===== src/rtl/console_escape_mux_pkg.sv =====
// Shared constants for the console mux: ASCII digit base, default escape
// byte and the escape FSM state encodings (also used by the TX-side mux).
package console_escape_mux_pkg;

    localparam logic [7:0] ASCII_0          = 8'h30;
    localparam logic [7:0] ESC_CHAR_DEFAULT = 8'h01;

    // Escape scanner states
    localparam logic [0:0] ST_NORMAL = 1'b0;
    localparam logic [0:0] ST_ESC    = 1'b1;

endpackage


===== src/rtl/console_escape_mux_byte_fifo.sv =====
// byte_fifo: synchronous first-word-fall-through buffer. The head byte and
// the valid flag are held in registers so downstream logic sees clean
// flop outputs; storage is a plain array written at the tail pointer.
module byte_fifo #(
    parameter int DEPTH = 8,
    parameter int W     = 8
) (
    input  logic         clk,
    input  logic         rst_n,
    input  logic         push,
    input  logic [W-1:0] din,
    input  logic         pop,
    output logic [W-1:0] dout,
    output logic         full,
    output logic         empty
);

    localparam int AW = $clog2(DEPTH);
    localparam int CW = AW + 1;

    logic [W-1:0]  mem [DEPTH];
    logic [AW-1:0] wr_ptr_q, wr_ptr_d;
    logic [AW-1:0] rd_ptr_q, rd_ptr_d;
    logic [CW-1:0] count_q, count_d;
    logic [W-1:0]  head_q, head_d;
    logic          valid_q, valid_d;
    logic          pop_ok;
    logic          push_ok;

    // A pop frees a slot on the same edge, so a full buffer still accepts a push then.
    always_comb begin
        pop_ok   = pop && (count_q != '0);
        push_ok  = push && ((count_q != CW'(DEPTH)) || pop_ok);
        wr_ptr_d = push_ok ? wr_ptr_q + 1'b1 : wr_ptr_q;
        rd_ptr_d = pop_ok  ? rd_ptr_q + 1'b1 : rd_ptr_q;
        count_d  = count_q + CW'(push_ok) - CW'(pop_ok);
        valid_d  = (count_d != '0);
        head_d   = head_q;
        if (pop_ok) begin
            if (count_q > CW'(1)) begin
                head_d = mem[rd_ptr_q + 1'b1];
            end else if (push_ok) begin
                head_d = din;
            end
        end else if ((count_q == '0) && push_ok) begin
            head_d = din;
        end
    end

    // Storage array: written at the tail, no reset needed.
    always_ff @(posedge clk) begin
        if (push_ok) begin
            mem[wr_ptr_q] <= din;
        end
    end

    // Pointers, occupancy and registered head/valid.
    always_ff @(posedge clk or negedge rst_n) begin
        if (!rst_n) begin
            wr_ptr_q <= '0;
            rd_ptr_q <= '0;
            count_q  <= '0;
            head_q   <= '0;
            valid_q  <= 1'b0;
        end else begin
            wr_ptr_q <= wr_ptr_d;
            rd_ptr_q <= rd_ptr_d;
            count_q  <= count_d;
            head_q   <= head_d;
            valid_q  <= valid_d;
        end
    end

    assign dout  = head_q;
    assign empty = !valid_q;
    assign full  = (count_q == CW'(DEPTH));

endmodule


===== src/rtl/console_escape_mux.sv =====
// console_escape_mux: scans bytes from uart_rx for ESC_CHAR + digit to
// switch the active console channel; all other bytes are forwarded through
// a FWFT buffer with a valid/ready handshake.
module console_escape_mux
    import console_escape_mux_pkg::*;
#(
    parameter int         NUM_CH      = 4,
    parameter int         CH_W        = 2,
    parameter logic [7:0] ESC_CHAR    = ESC_CHAR_DEFAULT,
    parameter int         ESC_TIMEOUT = 100000,
    parameter int         FIFO_DEPTH  = 8
) (
    input  logic            clk,
    input  logic            rst_n,
    input  logic            rx_ready,
    input  logic [7:0]      rx_data,
    output logic            out_valid,
    output logic [7:0]      out_data,
    input  logic            out_ready,
    output logic [CH_W-1:0] sel_ch,
    output logic            sel_changed,
    output logic            overflow
);

    localparam int TO_W = $clog2(ESC_TIMEOUT + 1);

    logic            rx_ready_q;
    logic            accept;
    logic [0:0]      state_q, state_d;
    logic [TO_W-1:0] to_cnt_q, to_cnt_d;
    logic [CH_W-1:0] sel_ch_q, sel_ch_d;
    logic            sel_changed_q, sel_changed_d;
    logic            overflow_q, overflow_d;
    logic            push_req;
    logic [7:0]      push_data;
    logic [7:0]      digit_off;
    logic            is_digit;
    logic            timeout_hit;
    logic            fifo_full;
    logic            fifo_empty;
    logic            fifo_pop;

    assign accept      = rx_ready && !rx_ready_q;
    assign digit_off   = rx_data - ASCII_0;
    assign is_digit    = (rx_data >= ASCII_0) && (digit_off < 8'(NUM_CH));
    assign timeout_hit = (state_q == ST_ESC) && (to_cnt_q == TO_W'(ESC_TIMEOUT - 1));
    assign fifo_pop    = !fifo_empty && out_ready;

    // Escape FSM: decides what (if anything) to push and when the channel changes.
    always_comb begin
        state_d       = state_q;
        to_cnt_d      = to_cnt_q;
        sel_ch_d      = sel_ch_q;
        sel_changed_d = 1'b0;
        push_req      = 1'b0;
        push_data     = rx_data;
        if (state_q == ST_NORMAL) begin
            to_cnt_d = '0;
            if (accept) begin
                if (rx_data == ESC_CHAR) begin
                    state_d = ST_ESC;
                end else begin
                    push_req = 1'b1;
                end
            end
        end else begin
            to_cnt_d = to_cnt_q + 1'b1;
            if (accept) begin
                // A real byte wins over a timeout firing on the same edge.
                state_d  = ST_NORMAL;
                to_cnt_d = '0;
                if (is_digit) begin
                    sel_ch_d      = digit_off[CH_W-1:0];
                    sel_changed_d = 1'b1;
                end else begin
                    // Covers the doubled ESC too: the byte itself is the literal.
                    push_req = 1'b1;
                end
            end else if (timeout_hit) begin
                state_d   = ST_NORMAL;
                to_cnt_d  = '0;
                push_req  = 1'b1;
                push_data = ESC_CHAR;
            end
        end
        overflow_d = overflow_q || (push_req && fifo_full && !fifo_pop);
    end

    // Control state; rx_ready_q resets high so a flag held through reset is not a new byte.
    always_ff @(posedge clk or negedge rst_n) begin
        if (!rst_n) begin
            rx_ready_q    <= 1'b1;
            state_q       <= ST_NORMAL;
            to_cnt_q      <= '0;
            sel_ch_q      <= '0;
            sel_changed_q <= 1'b0;
            overflow_q    <= 1'b0;
        end else begin
            rx_ready_q    <= rx_ready;
            state_q       <= state_d;
            to_cnt_q      <= to_cnt_d;
            sel_ch_q      <= sel_ch_d;
            sel_changed_q <= sel_changed_d;
            overflow_q    <= overflow_d;
        end
    end

    byte_fifo #(
        .DEPTH (FIFO_DEPTH),
        .W     (8)
    ) u_fifo (
        .clk   (clk),
        .rst_n (rst_n),
        .push  (push_req),
        .din   (push_data),
        .pop   (fifo_pop),
        .dout  (out_data),
        .full  (fifo_full),
        .empty (fifo_empty)
    );

    assign out_valid   = !fifo_empty;
    assign sel_ch      = sel_ch_q;
    assign sel_changed = sel_changed_q;
    assign overflow    = overflow_q;

endmodule


===== config.mk =====
export PLATFORM = sky130hd
export DESIGN_NAME = console_escape_mux
export DESIGN_NICKNAME = d
export VERILOG_FILES = /design/src/rtl/console_escape_mux_pkg.sv /design/src/rtl/console_escape_mux_byte_fifo.sv /design/src/rtl/console_escape_mux.sv
export SDC_FILE = /design/constraint.sdc
export NUM_CORES = 1
export LEC_CHECK = 0
export CORE_MARGIN = 2
export CORE_UTILIZATION = 45
export DETAILED_ROUTE_END_ITERATION = 10
export DONT_BUFFER_PORTS = 1
export MAX_ROUTING_LAYER = met4
export PLACE_DENSITY = 0.7
export SLEW_MARGIN = 40
export SYNTH_ARGS = -nofsm -noshare
export SYNTH_HDL_FRONTEND = slang
export SYNTH_SLANG_ARGS = --single-unit

===== constraint.sdc =====
create_clock -name clk -period 3.1 [get_ports clk]
set_input_delay 0 -clock clk [delete_from_list [all_inputs] [get_ports clk]]
set_output_delay 0 -clock clk [all_outputs]
set_load 0.01 [all_outputs]

==> results of run 1 <==
cell families (layout without fill, tap and decap cells):
group                      after synthesis  count (layout)  share of synthesized area [%]
adders and majority gates               10              10                           2.90
xor gates and xnor gates                18              18                           3.44
AOI/OAI and AO/OA                       33              33                           4.81
DFF                                    106             106                           64.9
and+or+nand+nor                        103             103                           11.9
buffers and inverters                   18              76                           1.58
muxes                                   26              26                           10.5
synthesized netlist by cell type, types with 2 or more instances:
cell type and number:
a21oi_1 8, and2_1 4, and3_1 2, clkbuf_1 7
dfrtp_1 41, edfxtp_1 64, ha_1 9, inv_1 9
mux2_2 4, mux2_4 3, mux2i_1 3, mux4_2 16
nand2_1 18, nand2b_1 2, nand3_1 7, nand4_1 4
nand4b_1 2, nor2_1 27, nor2b_1 8, nor3_1 9
nor3b_1 2, nor4_1 5, nor4b_1 3, o21ai_0 10
o22ai_1 2, o2bb2ai_1 5, or3_1 4, xnor2_1 7
xor2_1 11
state kept, by name (all words and copies together) (netlist names):
signal and cells:
rx_ready_q 1, state_q 1, u_fifo.valid_q 1, to_cnt_q 17, sel_changed 1, u_fifo.dout 8
u_fifo.count_q 4, overflow 1, u_fifo.wr_ptr_q 3, u_fifo.mem 64, u_fifo.rd_ptr_q 3, sel_ch 2
worst max-delay path: cells and delay by family, from the launching register on:
kind | cells | cell delay, ps
and+or+nand+nor | 4 | 1680
buffers and inverters | 3 | 140
AOI/OAI and AO/OA | 2 | 470
DFF | 1 | 380
adders and majority gates | 2 | 590
layout make-up:
cell class | instances | area share [%]
clock inverter | 6 | 1.06
sequential | 106 | 54.8
inverter | 10 | 0.784
clock buffer | 10 | 2.35
timing repair buffer | 50 | 8.16
tap | 133 | 3.07
multi-input combinational | 190 | 29.8
worst paths after layout:
kind                               endpoint  slack (ps)  depth (start not counted)
hold / removal             u_fifo.mem[5][7]          20                          1
setup reg to reg             u_fifo.valid_q        -270                         11
max in group asynchronous        rx_ready_q        2710                          2
setup / recovery             u_fifo.valid_q        -270                         11
hold reg to reg                 to_cnt_q[0]         500                          1
min in group asynchronous    u_fifo.dout[3]         130                          2
what timing repair did:
action	4_1_cts	5_1_grt
hold buffers	14	0
gates cloned	0	0
gates resized for setup	0	15
hold endpoints to repair	91	0
endpoints found under the setup margin	1	39
buffers inserted	0	3
pin swaps	0	5
layer usage:
| metal | part of all wire (%) | routed length, um | GRT usage (%) | up-vias |
|---|---|---|---|---|
| li1 | - | - | - | 1287 |
| met3 | 5.0 | 474 | 3.24 | 8 |
| met5 | 0 | 0 | - | - |
| met4 | 1.1 | 105 | 7.52 | 0 |
| met1 | 40 | 3810 | 22.5 | 1421 |
| met2 | 53 | 5030 | 30.6 | 68 |
power breakdown:
group,internal [W],total (W),switching (W)
clock,0.000313,0.000816,0.000503
combinational,0.000671,0.00134,0.000673
sequential,0.00170,0.00190,0.000199
total,0.00269,0.00406,0.00138
cells in the final DEF, fill, tap and decap left out, drive strengths merged, types with 2 or more instances in the layout:
| master | synthesis | final |
|---|---|---|
| o2bb2ai | 5 | 5 |
| nor3 | 10 | 10 |
| dlygate4sd3 | 0 | 13 |
| nand2b | 2 | 2 |
| nand4b | 2 | 2 |
| or3 | 4 | 4 |
| inv | 9 | 13 |
| and3 | 2 | 2 |
| clkinv | 1 | 3 |
| nand2 | 18 | 18 |
| nor3b | 2 | 2 |
| ha | 9 | 9 |
| nand3 | 7 | 7 |
| nor4b | 3 | 3 |
| o22ai | 2 | 2 |
| nor4 | 5 | 5 |
| dfrtp | 41 | 41 |
| clkbuf | 7 | 10 |
| and2 | 4 | 4 |
| buf | 1 | 37 |
| xor2 | 11 | 11 |
| nor2b | 8 | 8 |
| mux4 | 16 | 16 |
| or4 | 2 | 2 |
| edfxtp | 64 | 64 |
| a21oi | 8 | 8 |
| xnor2 | 7 | 7 |
| nor2 | 27 | 27 |
| mux2i | 3 | 3 |
| mux2 | 7 | 7 |
| nand4 | 4 | 4 |
| o21ai | 12 | 12 |
stage by stage:
stage	hold WS, ps	util (%)	setup WS (ps)	cells	power, W
final	15.9	55.3	-272	505	0.00406
after CTS	7.14	54.3	-299	502	0.00404
after floorplan	-296	-	-268	314	0.00285
after detailed placement	-294	50.8	-286	472	0.00321
after global routing	5.10	55.3	-389	505	0.00429
after global placement	-293	50.8	-215	472	0.00315
==> out/qor.yml, run 1 <==
cpMaxStageDelayCell: "or4b_1"
ys_ff_latch: 106
min_period_over_period_pct: 109
p_leak_nw: 2.03
path_cells: "or4b_1 -> or4_4 -> o31a_1 -> nor3_4 -> o21ai_2 -> clkinv_4 -> ha_4 -> inv_2 -> fa_1 -> inv_1 -> or4_1"
synth_top_area_cell: "edfxtp_1"
fin_worst_skew_ps: 13.4
postRouteAntennaNets: 0
fillCellCount: 816
max-clock-path-buffers: 2
pwr_density_cell_nw_per_um2: 748
arrival_ps: 3610
drtIter0Drc: 162
syn_nets: 336
startpoint_type: "register"
ir_drop_mv: 0.408
dieWidth_um: 105
synthTopCellsByArea: "edfxtp_1 (42%), dfrtp_1 (22%), mux4_2 (7.9%)"
fin_crit_ps: 3370
status: "finished, violations left"
wl_per_cell_um: 18.7
relSlewSlack_pct: 53.9
num_antenna_cells: 0
drc: 0
failed_checks: "setup timing"
die-area_um2: 11000
rsz0062_at_grt: "yes"
placed_cell_area_um2: 4990
min-delay-start: "rx_data[7]"
crit_path_max_fanout: 2
grt_pass1_vias: 2961
multiInputGateArea_um2: 1620
hpwlAfterDp_um: 6290
cts-root-buf: "clkbuf_8"
syn_inst: 314
wl_um: 9430
maxSlewViolCount: 0
ys_warn_count: 0
rows: 36
grt_antenna_before_repair: 0
setup_tns_ps: -272
cts_tree: "yes"
core_area_um2: 9820
yosys_most_used_dff: "edfxtp_1"
max_stage_delay_ps: 530
grt_max_degree: 43
port_buffers: 0
async_flop_share_pct: 39.6
ios: 25
seq_area_frac_synth_pct: 64.9
grt_pass1_wl_um: 15000
fin_area_um2: 5430
htreeDepth: 3
first_pass_iters: 4
regArea_um2: 2970
syn_avg_cell_area_um2: 14.6
path_class: "register to register"
startpoint: "to_cnt_q[11]"
numClockSinks: 106
required_ps: 3340
drv_cap: 0
path_clk_slew_ps: 110
num_vias: 2784
synth_area_um2: 4580
finalNetCount: 389
worstMarginPinSlew_ps: 691
die_h_um: 105
finalHoldViolCount: 0
clock_latency_ps: 370
syn_to_final_growth_pct: 18.5
cts_buffers: 9
min_path_type: "primary input to register"
synth-edff-count: 64
setup_viol: 1
grt_use_total_pct: 18.5
cp-end-kind: "register"
fmax_mhz: 297
synth_top_area_share_pct: 42.0
start_util_pct: 46.6
synth_cell_type_count: 47
worstReg2RegStart: "to_cnt_q[11]"
drive_above_1_share_pct: 24.5
grt_overflow: 0
vias_per_cell: 5.51
routabilityCongestion: 0.808
layout_setup_ws_ps: -272
Note: power is estimated with default switching activity, not from simulation.
==> run 2: changes to the inputs <==
Settings changed: PLACE_DENSITY 0.7 to 0.68, SETUP_SLACK_MARGIN set to 0.2, SLEW_MARGIN 40 to not set.
Clock period 3.1 ns to 3.2 ns, I/O delays scaled along.
==> run 2 against run 1 <==
Against the previous run:
- the flow still finishes with violations (setup timing)
- cell area is 0.76% higher
- register-to-register slack better by 160 ps
- routed wire length is 0.72% higher
- final cell count is 0.99% lower
- clock power is 2% higher
- combinational power hardly changed
- first-iteration DRC count is 4.9% lower
- clock skew is 5.8 ps higher
- utilization is 0.42 points higher
- non-clock buffer count is 5 lower
- sequential power is 2% lower
- critical path type unchanged
- setup slack better by 160 ps
- largest cell class unchanged
==> out/qor.yml, run 2 (same netlist as run 1, synthesis figures left out) <==
switching_share_pct: 33.3  # was 33.9%
layout_setup_ws_ps: -108  # was -272 ps
fillCellCount: 796  # was 816
grt_use_total_pct: 18.9  # was 18.5%
cts_tree: "yes"  # unchanged
numClockSinks: 106  # unchanged
relSlewSlack_pct: 58.3  # was 53.9%
path_class: "register to register"  # unchanged
wl_um: 9500  # was 9430 um
seq_power_share_pct: 46.3  # was 46.8%
largest_reg_flops: 64  # unchanged
p_int_w: 0.00268  # was 0.00269 W
finalNetCount: 384  # was 389
fin_crit_ps: 3310  # was 3370 ps
min_period_over_period_pct: 103  # was 109%
status: "finished, violations left"  # unchanged
crit_path_max_fanout: 2  # unchanged
cts-root-buf: "clkbuf_8"  # unchanged
finalHoldViolCount: 0  # unchanged
dieWidth_um: 105  # unchanged
postRouteAntennaNets: 0  # unchanged
clock_latency_ps: 370  # about the same
min_path_type: "primary input to register"  # unchanged
switching_power_w: 0.00134  # was 0.00138 W
port_buffers: 0  # unchanged
pwr_density_cell_nw_per_um2: 734  # was 748 nW/um^2
instances_no_fill: 500  # was 505
maxSlewViolCount: 0  # unchanged
wl_per_cell_um: 19.0  # was 18.7 um
fmax_mhz: 302  # was 297 MHz
top_register: "u_fifo.mem"  # unchanged
failed_checks: "setup timing"  # unchanged
dp.cells: 466  # was 472
clock_power_share_pct: 20.8  # was 20.1%
required_ps: 3440  # was 3340 ps
syn_to_final_growth_pct: 19.4  # was 18.5%
routabilityCongestion: 0.810  # was 0.808
ios: 25  # unchanged
fin_worst_skew_ps: 19.2  # was 13.4 ps
grt_antenna_before_repair: 0  # unchanged
arrival_ps: 3540  # was 3610 ps
die_h_um: 105  # unchanged
startpoint_type: "register"  # unchanged
first_pass_iters: 5  # was 4
start_util_pct: 46.6  # unchanged
layout_common_cells: "edfxtp_1 (64), dfrtp_1 (41), nor2_1 (26)"  # was edfxtp_1 (64), dfrtp_1 (41), buf_4 (32)
core_area_um2: 9820  # unchanged
pwr-share-comb_pct: 32.9  # was 33.1%
grt_pass1_vias: 2889  # was 2,961
drive_above_1_share_pct: 24.8  # was 24.5%
ir_drop_mv: 0.322  # was 0.408 mV
rows: 36  # unchanged
vias_per_cell: 5.46  # was 5.51
p_leak_nw: 2.02  # was 2.03 nW
finish.utilization_pct: 55.7  # was 55.3%
rsz0062_at_grt: "yes"  # unchanged
cts_buffers: 9  # unchanged
setup_viol: 1  # unchanged
drv_cap: 0  # unchanged
worstMarginPinSlew_ps: 624  # was 691 ps
grt_max_degree: 43  # unchanged
path_clk_slew_ps: 100  # was 110 ps
grt_pass1_wl_um: 15200  # was 15,000 um
grt_overflow: 0  # unchanged
htreeDepth: 3  # unchanged
max-clock-path-buffers: 2  # unchanged
drc: 0  # unchanged
drtIter0Drc: 154  # was 162
final_common_cell: "edfxtp_1"  # unchanged
cp-end-kind: "register"  # unchanged
num_vias: 2730  # was 2,784
die-area_um2: 11000  # unchanged
num_antenna_cells: 0  # unchanged
hpwlAfterDp_um: 6180  # was 6290 um
run 2: power by group through the flow:
stage          Clock [W]  Sequential [W]  Combinational, W
5_1_grt         0.000915         0.00188           0.00147
2_1_floorplan          0         0.00180          0.000971
6_report        0.000833         0.00186           0.00132
3_5_place_dp           0         0.00185           0.00125
4_1_cts         0.000849         0.00182           0.00130
3_3_place_gp           0         0.00184           0.00121
run 2: final timing paths:
kind / start / end / slack [ps] / depth (start not counted)
worst max-delay path: to_cnt_q[6] / u_fifo.valid_q / -110 / 11
worst min register to register: u_fifo.rd_ptr_q[2] / u_fifo.rd_ptr_q[2] / 500 / 1
worst max register to register: to_cnt_q[6] / u_fifo.valid_q / -110 / 11
min in group asynchronous: rst_n / u_fifo.dout[4] / 170 / 2
max in group asynchronous: rst_n / rx_ready_q / 2750 / 2
worst min-delay path: rx_data[3] / u_fifo.mem[2][3] / 20 / 1
run 2: final cells by class:
| type | count | area, um^2 | share of cell area, % |
|---|---|---|---|
| clock buffer | 9 | 124 | 2.26 |
| clock inverter | 7 | 78.8 | 1.44 |
| inverter | 10 | 42.5 | 0.778 |
| multi-input combinational | 190 | 1660 | 30.3 |
| sequential | 106 | 2970 | 54.4 |
| tap | 133 | 166 | 3.04 |
| timing repair buffer | 45 | 428 | 7.82 |
run 2: worst max-delay path, stage by stage, from the launching register on:
cell and delay (ps):
dfrtp_1 390, or4b_1 520, or4_4 430, o31a_1 270, nor3_2 220, o21ai_2 120, clkinv_4 70, ha_4 120
inv_2 30, fa_1 460, inv_1 40, or4_1 500
run 2: per-layer routing:
layer	global-route usage (%)	vias up	share of wire, %
met5	-	-	0
met4	6.10	0	1.2
met3	3.62	10	4.7
met2	31.1	68	53
met1	23.8	1376	41
li1	-	1276	-
run 2: metrics by stage:
| step | total power, W | area (um^2) | setup TNS, ps | setup slack (ps) | hold WS, ps |
|---|---|---|---|---|---|
| floorplan | 0.00277 | 4600 | -1280 | -168 | -296 |
| global placement | 0.00306 | 4950 | -97.3 | -97.3 | -293 |
| detailed placement | 0.00310 | 4950 | -153 | -153 | -293 |
| CTS | 0.00398 | 5330 | -127 | -127 | 11.5 |
| global route | 0.00427 | 5470 | -256 | -256 | 10.3 |
| finish | 0.00401 | 5470 | -108 | -108 | 19.4 |
run 2: what timing repair did:
action | 4_1_cts | 5_1_grt
pin swaps | 0 | 5
hold endpoints to repair | 95 | 0
buffers inserted | 0 | 4
resized for setup | 5 | 22
setup endpoints to repair | 15 | 49
hold buffers | 14 | 0
==> run 3: changes to the inputs <==
Settings changed: ABC_AREA set to 1.
==> run 3 against run 2 <==
Against the previous run:
- the flow now finishes without violations
- final cell count is 26% higher
- maximum frequency is 27% higher
- count of clock-buffer cells in the layout stayed put
- routed wire length is 3.4% higher
- sequential share of layout area is 1.7 points higher
- largest power group unchanged
==> out/qor.yml, run 3 <==
hpwlAfterDp_um: 6890  # was 6180 um
cts-root-buf: "clkbuf_8"  # unchanged
cts_setup_buffers: 0  # unchanged
clock_latency_ps: 370  # about the same
dp.cells: 602  # was 466
drv_cap: 0  # unchanged
setup_tns_ps: 0  # was -108 ps
seq_area_frac_synth_pct: 62.0  # was 64.9%
synth_area_um2: 4800  # was 4580 um^2
min_path_type: "primary input to async pin"  # was primary input to register
grt_antenna_before_repair: 0  # unchanged
syn_nets: 498  # was 336
largest_reg_flops: 64  # unchanged
numClockSinks: 106  # unchanged
switching_power_w: 0.00158  # was 0.00134 W
seq_power_share_pct: 42.3  # was 46.3%
async_flop_share_pct: 39.6  # unchanged
ir_drop_mv: 0.380  # was 0.322 mV
routabilityCongestion: 0.848  # was 0.810
finalHoldViolCount: 0  # unchanged
layout_setup_ws_ps: 598  # was -108 ps
start_util_pct: 46.5  # was 46.6%
p_leak_nw: 2.13  # was 2.02 nW
post-place-ws_ps: 614  # was -153 ps
vias_per_cell: 5.10  # was 5.46
min_period_over_period_pct: 81.3  # was 103%
maxSlewViolCount: 0  # unchanged
instances_no_fill: 632  # was 500
max-clock-path-buffers: 2  # unchanged
die-area_um2: 11500  # was 11,000 um^2
ys_warn_count: 0  # unchanged
synth-edff-count: 64  # unchanged
synthTopCellsByArea: "edfxtp_1 (40%), dfrtp_1 (21%), nand2_1 (6.9%)"  # was edfxtp_1 (42%), dfrtp_1 (22%), mux4_2 (7.9%)
fin_crit_ps: 2600  # was 3310 ps
clock_power_share_pct: 21.7  # was 20.8%
dieWidth_um: 107  # was 105 um
crit_path_max_fanout: 15  # was 2
path_class: "register to register"  # unchanged
status: "complete, no violations"  # was finished, violations left
num_antenna_cells: 0  # unchanged
drtIter0Drc: 272  # was 154
pwr_density_cell_nw_per_um2: 785  # was 734 nW/um^2
num_vias: 3224  # was 2,730
postRouteAntennaNets: 0  # unchanged
required_ps: 3210  # was 3440 ps
grt_max_degree: 43  # unchanged
htreeDepth: 3  # unchanged
synth_top_area_share_pct: 40.0  # was 42.0%
top_register: "u_fifo.mem"  # unchanged
synth_top_area_cell: "edfxtp_1"  # unchanged
rsz0062_at_grt: "no"  # was yes
startpoint_type: "register"  # unchanged
ys_ff_latch: 106  # unchanged
arrival_ps: 2620  # was 3540 ps
grt_use_total_pct: 19.0  # was 18.9%
final_common_cell: "nand2_1"  # was edfxtp_1
wl_per_cell_um: 15.5  # was 19.0 um
cts_tree: "yes"  # unchanged
synth_cell_type_count: 35  # was 47
synthMostInstantiatedCell: "nand2_1"  # was edfxtp_1
wl_um: 9820  # was 9500 um
relSlewSlack_pct: 38.6  # was 58.3%
yosys_most_used_dff: "edfxtp_1"  # unchanged
core_area_um2: 10300  # was 9820 um^2
syn_inst: 476  # was 314
rows: 37  # was 36
cp-end-kind: "register"  # unchanged
syn_avg_cell_area_um2: 10.1  # was 14.6 um^2
ys_top_cells_by_count: "nand2_1 (88), nor2_1 (65), edfxtp_1 (64)"  # was edfxtp_1 (64), dfrtp_1 (41), nor2_1 (27)
grt_pass1_wl_um: 15900  # was 15,200 um
grt_overflow: 0  # unchanged
setup_viol: 0  # was 1
path_clk_slew_ps: 100  # about the same
cts_buffers: 9  # unchanged
finalNetCount: 513  # was 384
fin_worst_skew_ps: 12.8  # was 19.2 ps
drive_above_1_share_pct: 9.07  # was 24.8%
drc: 0  # unchanged
grt_pass1_vias: 3189  # was 2,889
p_int_w: 0.00259  # was 0.00268 W
worstMarginPinSlew_ps: 917  # was 624 ps
ios: 25  # unchanged
switching_share_pct: 37.9  # was 33.3%
layout_common_cells: "nand2_1 (88), nor2_1 (65), edfxtp_1 (64)"  # was edfxtp_1 (64), dfrtp_1 (41), nor2_1 (26)
die_h_um: 107  # was 105 um
pwr-share-comb_pct: 35.9  # was 32.9%
first_pass_iters: 7  # was 5
syn_to_final_growth_pct: 10.5  # was 19.4%
port_buffers: 0  # unchanged
fmax_mhz: 384  # was 302 MHz
-- run 3: cell types whose count changed in the layout (fill, tap and decap cells not counted), sizes merged, moves of 16 or more --
cell	previous run	this run
mux4	16	0
inv	10	62
nand3	7	40
o21ai	12	35
nor2	27	75
buf	32	2
nand2	18	92
-- run 3: layout make-up --
cell class	count	area, um^2
sequential	106	2970
clock inverter	7	98.8
fill	889	5020
timing repair buffer	15	158
multi-input combinational	300	1560
clock buffer	9	124
tap	136	170
inverter	59	221
-- run 3: metrics by stage --
stage	hold slack, ps	util (%)	instance area (um^2)	power, W
2_1_floorplan	-296	-	4800	0.00289
3_3_place_gp	-295	47.8	4930	0.00322
3_5_place_dp	-295	47.8	4930	0.00326
4_1_cts	74.8	51.4	5300	0.00420
5_1_grt	82.9	51.4	5300	0.00450
6_report	86.1	51.4	5300	0.00416
-- run 3: per-layer routing --
metal  wire length (um)  global-route usage (%)
met5                  0                       -
met4                180                    5.38
met2               4960                    30.7
met3                460                    5.27
met1               4220                    23.7
-- run 3: worst max-delay path, stage by stage (launching register included) --
cell     delay (ps)
dfrtp_1         380
ha_1            200
nand2_1         110
nor2_4          150
inv_2            70
nor2_4          130
nand2_2          70
nand2_4         170
nand4_4         140
inv_2           130
nand2_1         140
nor2_1          550
-- run 3: logic make-up after synthesis --
kind of cell,after synthesis,share of synthesized area (%)
adder cells (fa/ha/maj),10,2.76
buffers and inverters,70,5.60
XOR/XNOR,9,1.80
flip-flops,106,62.0
AO/OA/AOI/OAI,60,7.14
AND/OR/NAND/NOR,221,20.7
-- run 3: power groups by stage --
stage                     combinational, W  clock (W)  sequential (W)
after global routing               0.00173   0.000992         0.00178
after global placement             0.00143          0         0.00179
after CTS                          0.00150   0.000932         0.00176
after detailed placement           0.00147          0         0.00179
final                              0.00150   0.000905         0.00176
after floorplan                    0.00112          0         0.00177
-- run 3: final timing paths --
kind / start / end / slack (ps) / cells after the start
setup / recovery: to_cnt_q[0] / u_fifo.mem[1][7] / 600 / 11
hold / removal: rst_n / u_fifo.count_q[2] / 90 / 2
setup reg to reg: to_cnt_q[0] / u_fifo.mem[1][7] / 600 / 11
hold reg to reg: to_cnt_q[0] / to_cnt_q[0] / 480 / 1
max in group asynchronous: rst_n / rx_ready_q / 2860 / 2
min in group clk: rx_ready / rx_ready_q / 180 / 1
-- run 3: repair_timing --
| item | CTS | global route |
|---|---|---|
| endpoints found under the setup margin | 0 | 0 |
| hold endpoints to repair | 63 | 0 |
| resized for setup | 0 | 0 |
| hold buffers | 14 | 0 |
